`config.mk`:
```
export PLATFORM = sky130hd
export DESIGN_NAME = memory_cycle
export DESIGN_NICKNAME = d
export VERILOG_FILES = /design/src/rtl/riscv_pkg.sv /design/src/rtl/lsu_load_align.sv /design/src/rtl/memory_cycle.sv
export SDC_FILE = /design/constraint.sdc
export NUM_CORES = 1
export LEC_CHECK = 0
export BUFFER_PORTS_ARGS = -buffer_cell sky130_fd_sc_hd__clkbuf_2
export CAP_MARGIN = 20
export CORE_MARGIN = 8
export CORE_UTILIZATION = 49
export CTS_BUF_LIST = sky130_fd_sc_hd__clkbuf_8
export CTS_CLUSTER_SIZE = 20
export DETAILED_ROUTE_END_ITERATION = 8
export GPL_ROUTABILITY_DRIVEN = 0
export GPL_TIMING_DRIVEN = 0
export PLACE_DENSITY = 0.86
export REMOVE_ABC_BUFFERS = 1
export SLEW_MARGIN = 25
export SYNTH_ARGS = -nofsm -noshare
export SYNTH_HDL_FRONTEND = slang
export SYNTH_SLANG_ARGS = --single-unit
```
`constraint.sdc`:
```
create_clock -name clk_i -period 2.5 [get_ports clk_i]
set_input_delay 0.125 -clock clk_i [delete_from_list [all_inputs] [get_ports clk_i]]
set_output_delay 0.125 -clock clk_i [all_outputs]
set_load 0.05 [all_outputs]
```
`src/rtl/riscv_pkg.sv`:
```
// Shared load/store definitions for the MEM stage: op-select bit indices,
// FSM states and the one-hot op decode helpers.
package riscv_pkg;

  localparam int unsigned MEM_EN_SB  = 0;
  localparam int unsigned MEM_EN_SH  = 1;
  localparam int unsigned MEM_EN_SW  = 2;
  localparam int unsigned MEM_EN_LB  = 3;
  localparam int unsigned MEM_EN_LH  = 4;
  localparam int unsigned MEM_EN_LW  = 5;
  localparam int unsigned MEM_EN_LBU = 6;
  localparam int unsigned MEM_EN_LHU = 7;

  typedef enum logic {
    IDLE,
    BUS
  } mem_state_e;

  typedef enum logic [3:0] {
    OP_NONE,
    OP_SB,
    OP_SH,
    OP_SW,
    OP_LB,
    OP_LH,
    OP_LW,
    OP_LBU,
    OP_LHU
  } lsu_op_e;

  // Bit 8 is a don't-care; anything other than exactly one of [7:0] is no access.
  function automatic lsu_op_e lsu_decode(input logic [8:0] mem_en);
    lsu_op_e op;
    op = OP_NONE;
    casez (mem_en)
      9'b?0000_0001: op = OP_SB;
      9'b?0000_0010: op = OP_SH;
      9'b?0000_0100: op = OP_SW;
      9'b?0000_1000: op = OP_LB;
      9'b?0001_0000: op = OP_LH;
      9'b?0010_0000: op = OP_LW;
      9'b?0100_0000: op = OP_LBU;
      9'b?1000_0000: op = OP_LHU;
      default:       op = OP_NONE;
    endcase
    return op;
  endfunction

  function automatic logic lsu_is_store(input lsu_op_e op);
    return (op == OP_SB) || (op == OP_SH) || (op == OP_SW);
  endfunction

  function automatic logic lsu_misaligned(input lsu_op_e op, input logic [1:0] addr_lo);
    logic mis;
    mis = 1'b0;
    case (op)
      OP_SH, OP_LH, OP_LHU: mis = addr_lo[0];
      OP_SW, OP_LW:         mis = (addr_lo != 2'b00);
      default:              mis = 1'b0;
    endcase
    return mis;
  endfunction

endpackage

```
`src/rtl/lsu_load_align.sv`:
```
// Load data formatter: selects the byte/half lane from the bus word and
// sign- or zero-extends it; non-load ops return zero.
module lsu_load_align
  import riscv_pkg::*;
(
  input  logic [31:0] rdata_i,
  input  logic [1:0]  addr_i,
  input  lsu_op_e     op_i,
  output logic [31:0] data_o
);

  logic [7:0]  byte_v;
  logic [15:0] half_v;

  always_comb begin
    case (addr_i)
      2'd0:    byte_v = rdata_i[7:0];
      2'd1:    byte_v = rdata_i[15:8];
      2'd2:    byte_v = rdata_i[23:16];
      default: byte_v = rdata_i[31:24];
    endcase
    half_v = addr_i[1] ? rdata_i[31:16] : rdata_i[15:0];

    case (op_i)
      OP_LB:   data_o = {{24{byte_v[7]}}, byte_v};
      OP_LBU:  data_o = {24'h0, byte_v};
      OP_LH:   data_o = {{16{half_v[15]}}, half_v};
      OP_LHU:  data_o = {16'h0, half_v};
      OP_LW:   data_o = rdata_i;
      default: data_o = '0;
    endcase
  end

endmodule

```
`src/rtl/memory_cycle.sv`:
```
// MEM pipeline stage: issues byte/half/word loads and stores over a req/ack
// bus with timeout, stalls upstream while busy and registers MEM/WB results.
module memory_cycle
  import riscv_pkg::*;
#(
  parameter int unsigned TIMEOUT_CYC = 16
) (
  input  logic        clk_i,
  input  logic        rst_i,
  input  logic [31:0] MEM_alu_data,
  input  logic [31:0] MEM_rs2_data,
  input  logic [31:0] MEM_pc_four,
  input  logic [4:0]  MEM_rd_addr,
  input  logic        MEM_rd_wren,
  input  logic [8:0]  MEM_mem_en,
  input  logic [1:0]  MEM_wb_en,
  output logic        dmem_req_o,
  output logic        dmem_we_o,
  output logic [31:0] dmem_addr_o,
  output logic [3:0]  dmem_be_o,
  output logic [31:0] dmem_wdata_o,
  input  logic        dmem_ack_i,
  input  logic [31:0] dmem_rdata_i,
  output logic        MEM_stall_o,
  output logic [31:0] WB_alu_data,
  output logic [31:0] WB_ld_data,
  output logic [31:0] WB_pc_four,
  output logic [4:0]  WB_rd_addr,
  output logic        WB_rd_wren,
  output logic [1:0]  WB_wb_en,
  output logic        misalign_o,
  output logic        bus_err_o
);

  localparam int unsigned CNT_W = (TIMEOUT_CYC > 2) ? $clog2(TIMEOUT_CYC) : 1;
  localparam logic [CNT_W-1:0] CNT_LAST = CNT_W'(TIMEOUT_CYC - 1);

  mem_state_e       state_q, state_d;
  logic [CNT_W-1:0] cnt_q, cnt_d;
  lsu_op_e          op_q, op_d;
  logic [1:0]       lane_q, lane_d;

  logic        req_q, req_d;
  logic        we_q, we_d;
  logic [31:0] addr_q, addr_d;
  logic [3:0]  be_q, be_d;
  logic [31:0] wdata_q, wdata_d;

  logic [31:0] wb_alu_q, wb_alu_d;
  logic [31:0] wb_ld_q, wb_ld_d;
  logic [31:0] wb_pc_q, wb_pc_d;
  logic [4:0]  wb_rd_addr_q, wb_rd_addr_d;
  logic        wb_rd_wren_q, wb_rd_wren_d;
  logic [1:0]  wb_wb_en_q, wb_wb_en_d;
  logic        misalign_q, misalign_d;
  logic        bus_err_q, bus_err_d;

  lsu_op_e     op;
  logic        misaligned;
  logic        timeout;
  logic        stall;
  logic [3:0]  be_new;
  logic [31:0] wdata_new;
  logic [31:0] ld_fmt;

  assign op         = lsu_decode(MEM_mem_en);
  assign misaligned = lsu_misaligned(op, MEM_alu_data[1:0]);
  assign timeout    = (state_q == BUS) && (cnt_q == CNT_LAST);

  // Op and lane are captured at issue so formatting does not depend on upstream holding.
  lsu_load_align u_load_align (
    .rdata_i (dmem_rdata_i),
    .addr_i  (lane_q),
    .op_i    (op_q),
    .data_o  (ld_fmt)
  );

  always_comb begin
    case (op)
      OP_SB, OP_LB, OP_LBU: be_new = 4'b0001 << MEM_alu_data[1:0];
      OP_SH, OP_LH, OP_LHU: be_new = 4'b0011 << {MEM_alu_data[1], 1'b0};
      OP_SW, OP_LW:         be_new = 4'hF;
      default:              be_new = '0;
    endcase
    case (op)
      OP_SB:   wdata_new = {4{MEM_rs2_data[7:0]}};
      OP_SH:   wdata_new = {2{MEM_rs2_data[15:0]}};
      OP_SW:   wdata_new = MEM_rs2_data;
      default: wdata_new = '0;
    endcase
  end

  always_comb begin
    state_d      = state_q;
    cnt_d        = cnt_q;
    op_d         = op_q;
    lane_d       = lane_q;
    req_d        = req_q;
    we_d         = we_q;
    addr_d       = addr_q;
    be_d         = be_q;
    wdata_d      = wdata_q;
    wb_alu_d     = MEM_alu_data;
    wb_ld_d      = '0;
    wb_pc_d      = MEM_pc_four;
    wb_rd_addr_d = MEM_rd_addr;
    wb_rd_wren_d = 1'b0;
    wb_wb_en_d   = MEM_wb_en;
    misalign_d   = 1'b0;
    bus_err_d    = 1'b0;
    stall        = 1'b0;

    case (state_q)
      IDLE: begin
        if (op == OP_NONE) begin
          wb_rd_wren_d = MEM_rd_wren;
        end else if (misaligned) begin
          misalign_d = 1'b1;
        end else begin
          stall   = 1'b1;
          state_d = BUS;
          cnt_d   = '0;
          op_d    = op;
          lane_d  = MEM_alu_data[1:0];
          req_d   = 1'b1;
          we_d    = lsu_is_store(op);
          addr_d  = {MEM_alu_data[31:2], 2'b00};
          be_d    = be_new;
          wdata_d = wdata_new;
        end
      end
      BUS: begin
        cnt_d = cnt_q + 1'b1;
        if (dmem_ack_i || timeout) begin
          state_d = IDLE;
          req_d   = 1'b0;
          we_d    = 1'b0;
          addr_d  = '0;
          be_d    = '0;
          wdata_d = '0;
          if (dmem_ack_i) begin
            wb_rd_wren_d = MEM_rd_wren;
            wb_ld_d      = ld_fmt;
          end else begin
            bus_err_d = 1'b1;
          end
        end else begin
          stall = 1'b1;
        end
      end
      default: state_d = IDLE;
    endcase
  end

  always_ff @(posedge clk_i) begin
    if (rst_i) begin
      state_q      <= IDLE;
      cnt_q        <= '0;
      op_q         <= OP_NONE;
      lane_q       <= '0;
      req_q        <= 1'b0;
      we_q         <= 1'b0;
      addr_q       <= '0;
      be_q         <= '0;
      wdata_q      <= '0;
      wb_alu_q     <= '0;
      wb_ld_q      <= '0;
      wb_pc_q      <= '0;
      wb_rd_addr_q <= '0;
      wb_rd_wren_q <= 1'b0;
      wb_wb_en_q   <= '0;
      misalign_q   <= 1'b0;
      bus_err_q    <= 1'b0;
    end else begin
      state_q      <= state_d;
      cnt_q        <= cnt_d;
      op_q         <= op_d;
      lane_q       <= lane_d;
      req_q        <= req_d;
      we_q         <= we_d;
      addr_q       <= addr_d;
      be_q         <= be_d;
      wdata_q      <= wdata_d;
      wb_alu_q     <= wb_alu_d;
      wb_ld_q      <= wb_ld_d;
      wb_pc_q      <= wb_pc_d;
      wb_rd_addr_q <= wb_rd_addr_d;
      wb_rd_wren_q <= wb_rd_wren_d;
      wb_wb_en_q   <= wb_wb_en_d;
      misalign_q   <= misalign_d;
      bus_err_q    <= bus_err_d;
    end
  end

  assign MEM_stall_o  = stall & ~rst_i;
  assign dmem_req_o   = req_q;
  assign dmem_we_o    = we_q;
  assign dmem_addr_o  = addr_q;
  assign dmem_be_o    = be_q;
  assign dmem_wdata_o = wdata_q;
  assign WB_alu_data  = wb_alu_q;
  assign WB_ld_data   = wb_ld_q;
  assign WB_pc_four   = wb_pc_q;
  assign WB_rd_addr   = wb_rd_addr_q;
  assign WB_rd_wren   = wb_rd_wren_q;
  assign WB_wb_en     = wb_wb_en_q;
  assign misalign_o   = misalign_q;
  assign bus_err_o    = bus_err_q;

endmodule
```
After elaboration in Yosys (flattened, before gate mapping)
Index checks and enable logic that the tools add are counted.
- add/subtract/negate cells: 1
- eq/ne operators: 27
- shift-type cells: 2
- muxes and demuxes: 38
- bitwise gates (word level): 7
- reduce and logical (&&, ||, !) cells: 16
- operator list (operator ; count):
    32-bit two-way mux ; 5
    32-bit one-hot mux with 5 select lines ; 1
    32-bit one-hot mux with 2 select lines ; 2
    32-bit one-hot mux with 3 select lines ; 1
    4-bit by 3-bit == test with 1-bit output (second input constant) ; 8
    4-bit one-hot mux with 8 select lines ; 1
    8-bit one-hot mux with 3 select lines ; 1
    4-bit two-way mux ; 5
    16-bit two-way mux ; 1
    4-bit one-hot mux with 2 select lines ; 2
    1-bit two-way mux ; 13
    4-bit == test (second input constant) ; 3
    4-bit one-hot mux with 3 select lines ; 1
    3-bit OR reduction ; 4
    1-bit one-hot mux with 2 select lines ; 5
    4-bit by 2-bit == test with 1-bit output (second input constant) ; 2
    8-bit by 1-bit == test with 1-bit output (second input constant) ; 1
    8-bit by 2-bit == test with 1-bit output (second input constant) ; 1
    8-bit by 3-bit == test with 1-bit output (second input constant) ; 1
    8-bit by 4-bit == test with 1-bit output (second input constant) ; 1
    8-bit by 5-bit == test with 1-bit output (second input constant) ; 1
    8-bit by 6-bit == test with 1-bit output (second input constant) ; 1
    8-bit by 7-bit == test with 1-bit output (second input constant) ; 1
    8-bit == test (second input constant) ; 1
    other kinds (19) ; 28
- flip-flop bits (word level): 187
- bits of input ports: 148
- output and inout bits: 177
- word-level logic and storage cells: 108

Longest topological paths before layout
Gate-level depths: netlist of run 1.
- depth after elaboration: 9
- depth in mapped cells: 11

By module
A second synthesis of run 1 with hierarchy kept.
- cell total of the unflattened synthesis: 727
- area, all modules: 7265.7 um^2
- by module, submodules not included (module ; times used ; cells each ; area an instance (um^2) ; sequential area each (um^2)):
    memory_cycle ; 1 ; 624 ; 6398.6 ; 3703.6
    lsu_load_align ; 1 ; 103 ; 867.1 ; 0.0

Worst setup path before layout of run 1
OpenSTA, ideal clock, no wires.
- path type: input port to output port
- start point: in MEM_mem_en[1]
- end point: out MEM_stall_o
- arrival: 2.161 ns
- data required time: 2.375 ns
- path slack: 0.214 ns
- cell stages on the path: 7
- buffers on the path: 2
- path through: buf_2 or3_1 a31o_2 a211oi_2 buf_2 nor2_1 nor2_1
- word-level cells in the longest chain between the ends: 9
- elaborated cells between the ends (all ways): 22
- classes of those cells: eq/ne: 13; mux: 5; bitwise: 1; reduce/logical: 3
- RTL lines (what ; line ; text):
    start, declared ; memory_cycle.sv:15 ; input logic [8:0] MEM_mem_en,
    8-bit == test (tied with other cells) ; riscv_pkg.sv:35 ; casez (mem_en)
    4-bit one-hot mux with 8 select lines (*) ; riscv_pkg.sv:35 ;
    4-bit by 2-bit == test with 1-bit output (tied with other cells) ; riscv_pkg.sv:56 ; case (op)
    3-bit OR reduction / 2-bit OR reduction (equally long branches) ; riscv_pkg.sv:56 ;
    1-bit one-hot mux with 2 select lines ; riscv_pkg.sv:56 ;
    1-bit two-way mux ; memory_cycle.sv:117 ; end else if (misaligned) begin
    1-bit two-way mux (*) ; memory_cycle.sv:115 ; if (op == OP_NONE) begin
    1-bit one-hot mux with 2 select lines (*) ; memory_cycle.sv:113 ; case (state_q)
    1-bit bitwise AND (*) ; memory_cycle.sv:195 ; assign MEM_stall_o = stall & ~rst_i;
    end, declared ; memory_cycle.sv:24 ; output logic MEM_stall_o,
Mark *: on every way between the ends. The rest lies on a longest branch, timed or not.

Final worst setup path of run 1
- start point: in MEM_mem_en[5]
- end point: out MEM_stall_o
Same word-level chain as after synthesis.

==> results.ini, run 1 <==
[layout]
n_fill_cell = 1020
drive_above_1_share = 0.3500
areaGrowthSynthToFinish_pct = 42.78
final_cell_count_no_fill = 1385
final_nets = 1333
antenna_cells = 0

[timing]
hold_viol = 0
timing.final.setup_violations = 0
rsz0062_at_grt = no
finalCritPeriodShare = 0.9578
worstMarginPinSlew_ns = 1.031
hold_ws_ns = 0.06257
fin_skew_ns = 0.02734
slew_violations = 0
slew-limit-headroom = 0.3103
fmax_mhz = 417.6
period_needed_ns = 2.394

[setup_path]
worstSetupEndpointType = primary output
worstPathArrival_ns = 2.27
cp-start-kind = primary input
cp_data_required_time_ns = 2.38
crit_chain = clkbuf_2, nor4_1, and4_4, nor2_8, a211oi_4, buf_6, nor2_1, nor2_1, clkbuf_2
cp_top_family = simple AND/OR/NAND/NOR gates
path_max_fanout = 19
crit_path_top_delay_cell = and4_4
critPathMaxStageDelay_ns = 0.46
criticalPathCategory = primary input to primary output
crit_buf_inv = 3

[cts]
cts_sinks = 185
cts_tree = yes
worstSkewPairLatency_ns = 0.47
clk_pin_slew_ns = 0.10
cts_root_buffer = clkbuf_8
clockBufferDepth = 2
cts_made_buffers = 17
htreeDepth = 4

[routing]
drt_iter0_drc = 794
detail-route-antenna-nets = 0
drt_wl_total_mm = 30.29
via_per_inst = 5.895
drc = 0
dr.pass1.iters = 7
vias = 8165
wl_per_cell_microns = 21.87

[floorplan]
num_io_pins = 325
initial_core_util = 0.5000
die_y_microns = 140.6
dieArea_sq_um = 19750
die-width_microns = 140.6
coreArea_sq_um = 15200
rows = 45

[logic_synthesis]
yosysWarnings = 0
syn-cell-area_sq_um = 7601
synth_edf_count = 0
syn_area_per_cell_sq_um = 9.634
seq_area_frac_synth = 0.4872
synth.area.top_cells = dfxtp_1 49%, nor2b_1 6.3%, nand2_1 6.1%, o2111a_1 3.7%, nand3b_1 3.6%
syn_inst = 789
yosys.area.top_type = dfxtp_1
yosys.area.top_type_share = 0.4872
synthArstFlopShare = 0
yosysUniqueCellTypes = 59
ys_ff_latch = 185
ys.flop_type = dfxtp_1

[hold_path]
hp-class = primary input to register

[grt]
grt_pass1_vias = 8233
grt-ovfl-total = 0
antenna_found_initial = 0
grtUsageTotal = 0.2930
grt_max_degree = 90
grt_pass1_wl_mm = 45.87

[flow_run]
maxCapViolations = 0

[power]
power_density_nw_per_um2 = 542.8
ir_drop_uv = 297.1
leakage_nw = 4.948

[status]
status = complete, no violations

[place]
io_buffer_count = 321
dp.cells = 1234
hpwl_mm = 17.57

==> timing repair <==
action                                 in CTS  in global routing
hold buffers                              113                  0
resized for setup                           8                  1
gates cloned                                2                  1
setup buffers                               2                  1
pin swaps                                   2                  1
endpoints found under the hold margin     145                  0
setup endpoints to repair                  20                  5
==> kinds of logic after synthesis <==
logic type | Yosys count | share of synthesized area
compound gates | 195 | 0.1992
other cells | 1 | 0.0004934
xor+xnor | 7 | 0.008066
buf+inv | 77 | 0.05004
flops | 185 | 0.4872
fa+ha+maj | 1 | 0.001646
mux | 23 | 0.04263
simple gates | 300 | 0.2107
==> through the flow <==
stage	setup TNS, ns	setup WS [ns]	instance area (sq um)	power (mW)	utilization
after floorplan	-42.36	-0.8175	7239	3.509	-
after global placement	-242.55	-3.055	9081	3.801	0.5974
after detailed placement	-32.10	-0.7670	9275	3.822	0.6101
after CTS	0	0.07000	10830	5.857	0.7125
after global routing	0	0.01324	10850	6.070	0.7139
final	0	0.1056	10850	5.891	0.7139
==> cell usage in the layout (no fill, tap or decap), types with 22 or more instances in the layout <==
master / netlist / routed
a31o_2: 22 / 22
clkbuf_2: 0 / 320
o2111a_1: 25 / 25
nor2_1: 24 / 24
a31oi_1: 40 / 40
nand2_1: 124 / 124
nor2b_1: 76 / 74
dlygate4sd3_1: 0 / 113
dfxtp_1: 185 / 183
a21oi_1: 32 / 32
nand3b_1: 36 / 36
==> flip-flops by register name (all words and copies together) (netlist names), 5 cells and up <==
name / count
WB_alu_data: 32
WB_ld_data: 32
WB_pc_four: 32
WB_rd_addr: 5
dmem_addr_o: 30
dmem_wdata_o: 32
==> where the power goes <==
group | leakage [nW] | total, mW | internal, mW | switching, mW
Combinational | 3.24 | 0.898 | 0.336 | 0.561
Clock | 0.191 | 1.94 | 0.730 | 1.21
Sequential | 1.51 | 3.05 | 3.02 | 0.0354
==> per-layer routing <==
layer | up-vias | wire length [microns] | GRT usage
met1 | 3809 | 10770 | 0.3046
li1 | 3630 | - | -
met2 | 583 | 14770 | 0.5003
met5 | - | 0 | 0
met4 | 0 | 1718 | 0.1906
met3 | 143 | 3028 | 0.09752
==> cells in the mapped netlist, drive strengths merged (3+ instances only) <==
| cell type | n |
|---|---|
| dfxtp | 185 |
| nand2 | 124 |
| nor2b | 76 |
| clkbuf | 41 |
| a31oi | 40 |
| nand3b | 36 |
| a21oi | 34 |
| buf | 32 |
| a31o | 25 |
| nor2 | 25 |
| o2111a | 25 |
| o21ai | 20 |
| a22o | 16 |
| nor3 | 12 |
| mux2i | 11 |
| a22oi | 10 |
| a222oi | 7 |
| mux4 | 7 |
| xor2 | 7 |
| nand3 | 6 |
| mux2 | 5 |
| nand2b | 5 |
| a211oi | 3 |
| a21o | 3 |
| inv | 3 |
| nor3b | 3 |
| nor4 | 3 |
==> final timing paths <==
path	startpoint	to	slack, ns	cells past startpoint
max reg2reg	op_q[3]$_SDFFE_PP0P_	WB_ld_data[7]$_SDFF_PP0_	0.13	5
max	MEM_mem_en[5]	MEM_stall_o	0.11	9
min reg2reg	dmem_wdata_o[2]$_SDFFE_PP0P_	dmem_wdata_o[2]$_SDFFE_PP0P_	0.47	2
min	rst_i	WB_alu_data[23]$_SDFF_PP0_	0.06	2
==> cell type report <==
cell class | count | area, sq um | area share
tap | 188 | 235.2 | 0.02167
sequential | 185 | 3709 | 0.3417
timing repair buffer | 445 | 2915 | 0.2686
clock inverter | 15 | 136.4 | 0.01257
clock buffer | 17 | 234.0 | 0.02156
multi-input combinational | 531 | 3607 | 0.3324
inverter | 4 | 16.27 | 0.001499
Power figures use the tool's default switching activity.
==> run 2: changes to the inputs <==
Settings changed: CORE_UTILIZATION 49 to 36, PLACE_DENSITY 0.86 to 0.7, RECOVER_POWER from default to 25.
Clock period 2.5 ns to 2.1 ns, I/O delays scaled along.
==> run 2 against run 1 <==
Wire length down 5.6%. Utilization down 18 points. Via count down 5.5%. Clock skew is 0.0095 ns lower. Critical path depth is the same.
==> results.ini, run 2 (same netlist as run 1, synthesis figures left out) <==
[hold_path]
hold_start = MEM_mem_en[7]
hp-class = primary input to register
worstHoldPathCells = 3
holdPathEnd = op_q[3]$_SDFFE_PP0P_

[floorplan]
rows = 53
die_y_microns = 161.3
die-width_microns = 161.3
coreArea_sq_um = 20890
dieArea_sq_um = 26020
initial_core_util = 0.3639
num_io_pins = 325

[routing]
drt_wl_total_mm = 28.60
vias = 7718
dr.pass1.iters = 8
drt_iter0_drc = 433
wl_per_cell_microns = 19.27
via_per_inst = 5.201
drc = 0
detail-route-antenna-nets = 0

[layout]
final_cell_area_sq_um = 11120
final_util = 0.5324
final_cell_mix = 297 x clkbuf_2, 180 x dfxtp_1, 124 x nand2_1
areaGrowthSynthToFinish_pct = 46.32
final_common_cell = clkbuf_2
final_nets = 1345
antenna_cells = 0
drive_above_1_share = 0.3449

[timing]
fin_skew_ns = 0.01780
slew-limit-headroom = 0.4898
fmax_mhz = 498.7
finalCritPeriodShare = 0.9548
hold_viol = 0
rsz0062_at_grt = no
slew_violations = 0
worstMarginPinSlew_ns = 0.7617
timing.final.setup_violations = 0
period_needed_ns = 2.005

[grt]
grtUsageTotal = 0.2084
antenna_found_initial = 0
grt-ovfl-total = 0
grt_pass1_vias = 7790
grt_max_degree = 80
grt_pass1_wl_mm = 43.64

[flow_run]
maxCapViolations = 0

[setup_path]
worstSetupEndpointType = primary output
rrSetupSlack_ns = 0.21
r2r_start = op_q[3]$_SDFFE_PP0P_
reg2reg_to = WB_ld_data[4]$_SDFF_PP0_
r2r.worst_path.cells = 6
path_max_fanout = 12
criticalPathCategory = primary input to primary output
cp-start-kind = primary input
cp_data_required_time_ns = 2.00
worstPathArrival_ns = 1.90

[cts]
cts_made_buffers = 17
clockBufferDepth = 2
htreeDepth = 4
clk_pin_slew_ns = 0.11
cts_root_buffer = clkbuf_8
cts_tree = yes
cts_sinks = 185
worstSkewPairLatency_ns = 0.46

[status]
status = complete, no violations

[power]
ir_drop_uv = 339.0
power_density_nw_per_um2 = 635.7
leakage_nw = 4.964

[place]
io_buffer_count = 321
hpwl_mm = 18.37
place_area_sq_um = 9403

## run 2: power breakdown
part	internal [mW]	switching, mW	total [mW]
combinational	0.405	0.652	1.06
sequential	3.59	0.0352	3.63
clock	0.900	1.49	2.39
total	4.90	2.17	7.07
## run 2: through the flow
| stage | hold WS, ns | instances | TNS, ns | worst slack, ns | total power [mW] |
|---|---|---|---|---|---|
| after floorplan | 0.1717 | 717 | -84.40 | -1.218 | 4.177 |
| after global placement | 0.3125 | 1313 | -327.29 | -3.648 | 4.538 |
| after detailed placement | 0.3170 | 1322 | -68.05 | -1.098 | 4.562 |
| after CTS | 0.03786 | 1477 | 0 | 0.002378 | 7.163 |
| after global routing | 0.06220 | 1484 | 0 | 0.006494 | 7.368 |
| final | 0.07744 | 1484 | 0 | 0.09486 | 7.070 |
## run 2: critical path, cell delays in order
cell,delay [ns]
clkbuf_2,0.21
nor4_4,0.34
o2111ai_1,0.31
a21oi_4,0.31
a211oi_4,0.04
buf_4,0.17
nor2_1,0.14
nor2_1,0.07
clkbuf_8,0.19
## run 2: repair_timing
item	4_1_cts	5_1_grt
endpoints found under the hold margin	145	0
gates cloned	3	1
pin swaps	7	4
hold buffers	113	0
resized for setup	13	8
buffers inserted	7	6
endpoints found under the setup margin	109	36
## run 2: how the worst max path moves through the flow
stage                                     start                            end  slack, ns  cells after the start
after global routing              MEM_mem_en[3]                    MEM_stall_o      0.006                      9
after floorplan              state_q$_SDFF_PP0_      dmem_be_o[0]$_SDFFE_PP0P_      -1.22                      3
after global placement                    rst_i      WB_ld_data[10]$_SDFF_PP0_      -3.65                      4
after detailed placement          MEM_mem_en[0]  dmem_wdata_o[30]$_SDFFE_PP0P_      -1.10                      8
final                             MEM_mem_en[3]                    MEM_stall_o       0.09                      9
after CTS                 cnt_q[0]$_SDFFE_PP0P_                    MEM_stall_o      0.002                      6
## run 2: final cells by class
| type | instances | area (sq um) |
|---|---|---|
| well taps | 275 | 344.1 |
| fillers | 1858 | 9767 |
| flip-flops and latches | 185 | 3712 |
| clock buffers | 17 | 234.0 |
| repair buffers | 457 | 3012 |
| inverters | 4 | 16.27 |
| multi-input cells | 531 | 3650 |
| clock inverters | 15 | 153.9 |
## run 2: metal layers
metal,GRT usage,up-vias,part of all wire
li1,-,3642,-
met1,0.2412,3638,0.41
met2,0.3535,375,0.48
met3,0.06668,63,0.079
met4,0.07870,0,0.032
met5,0,-,0
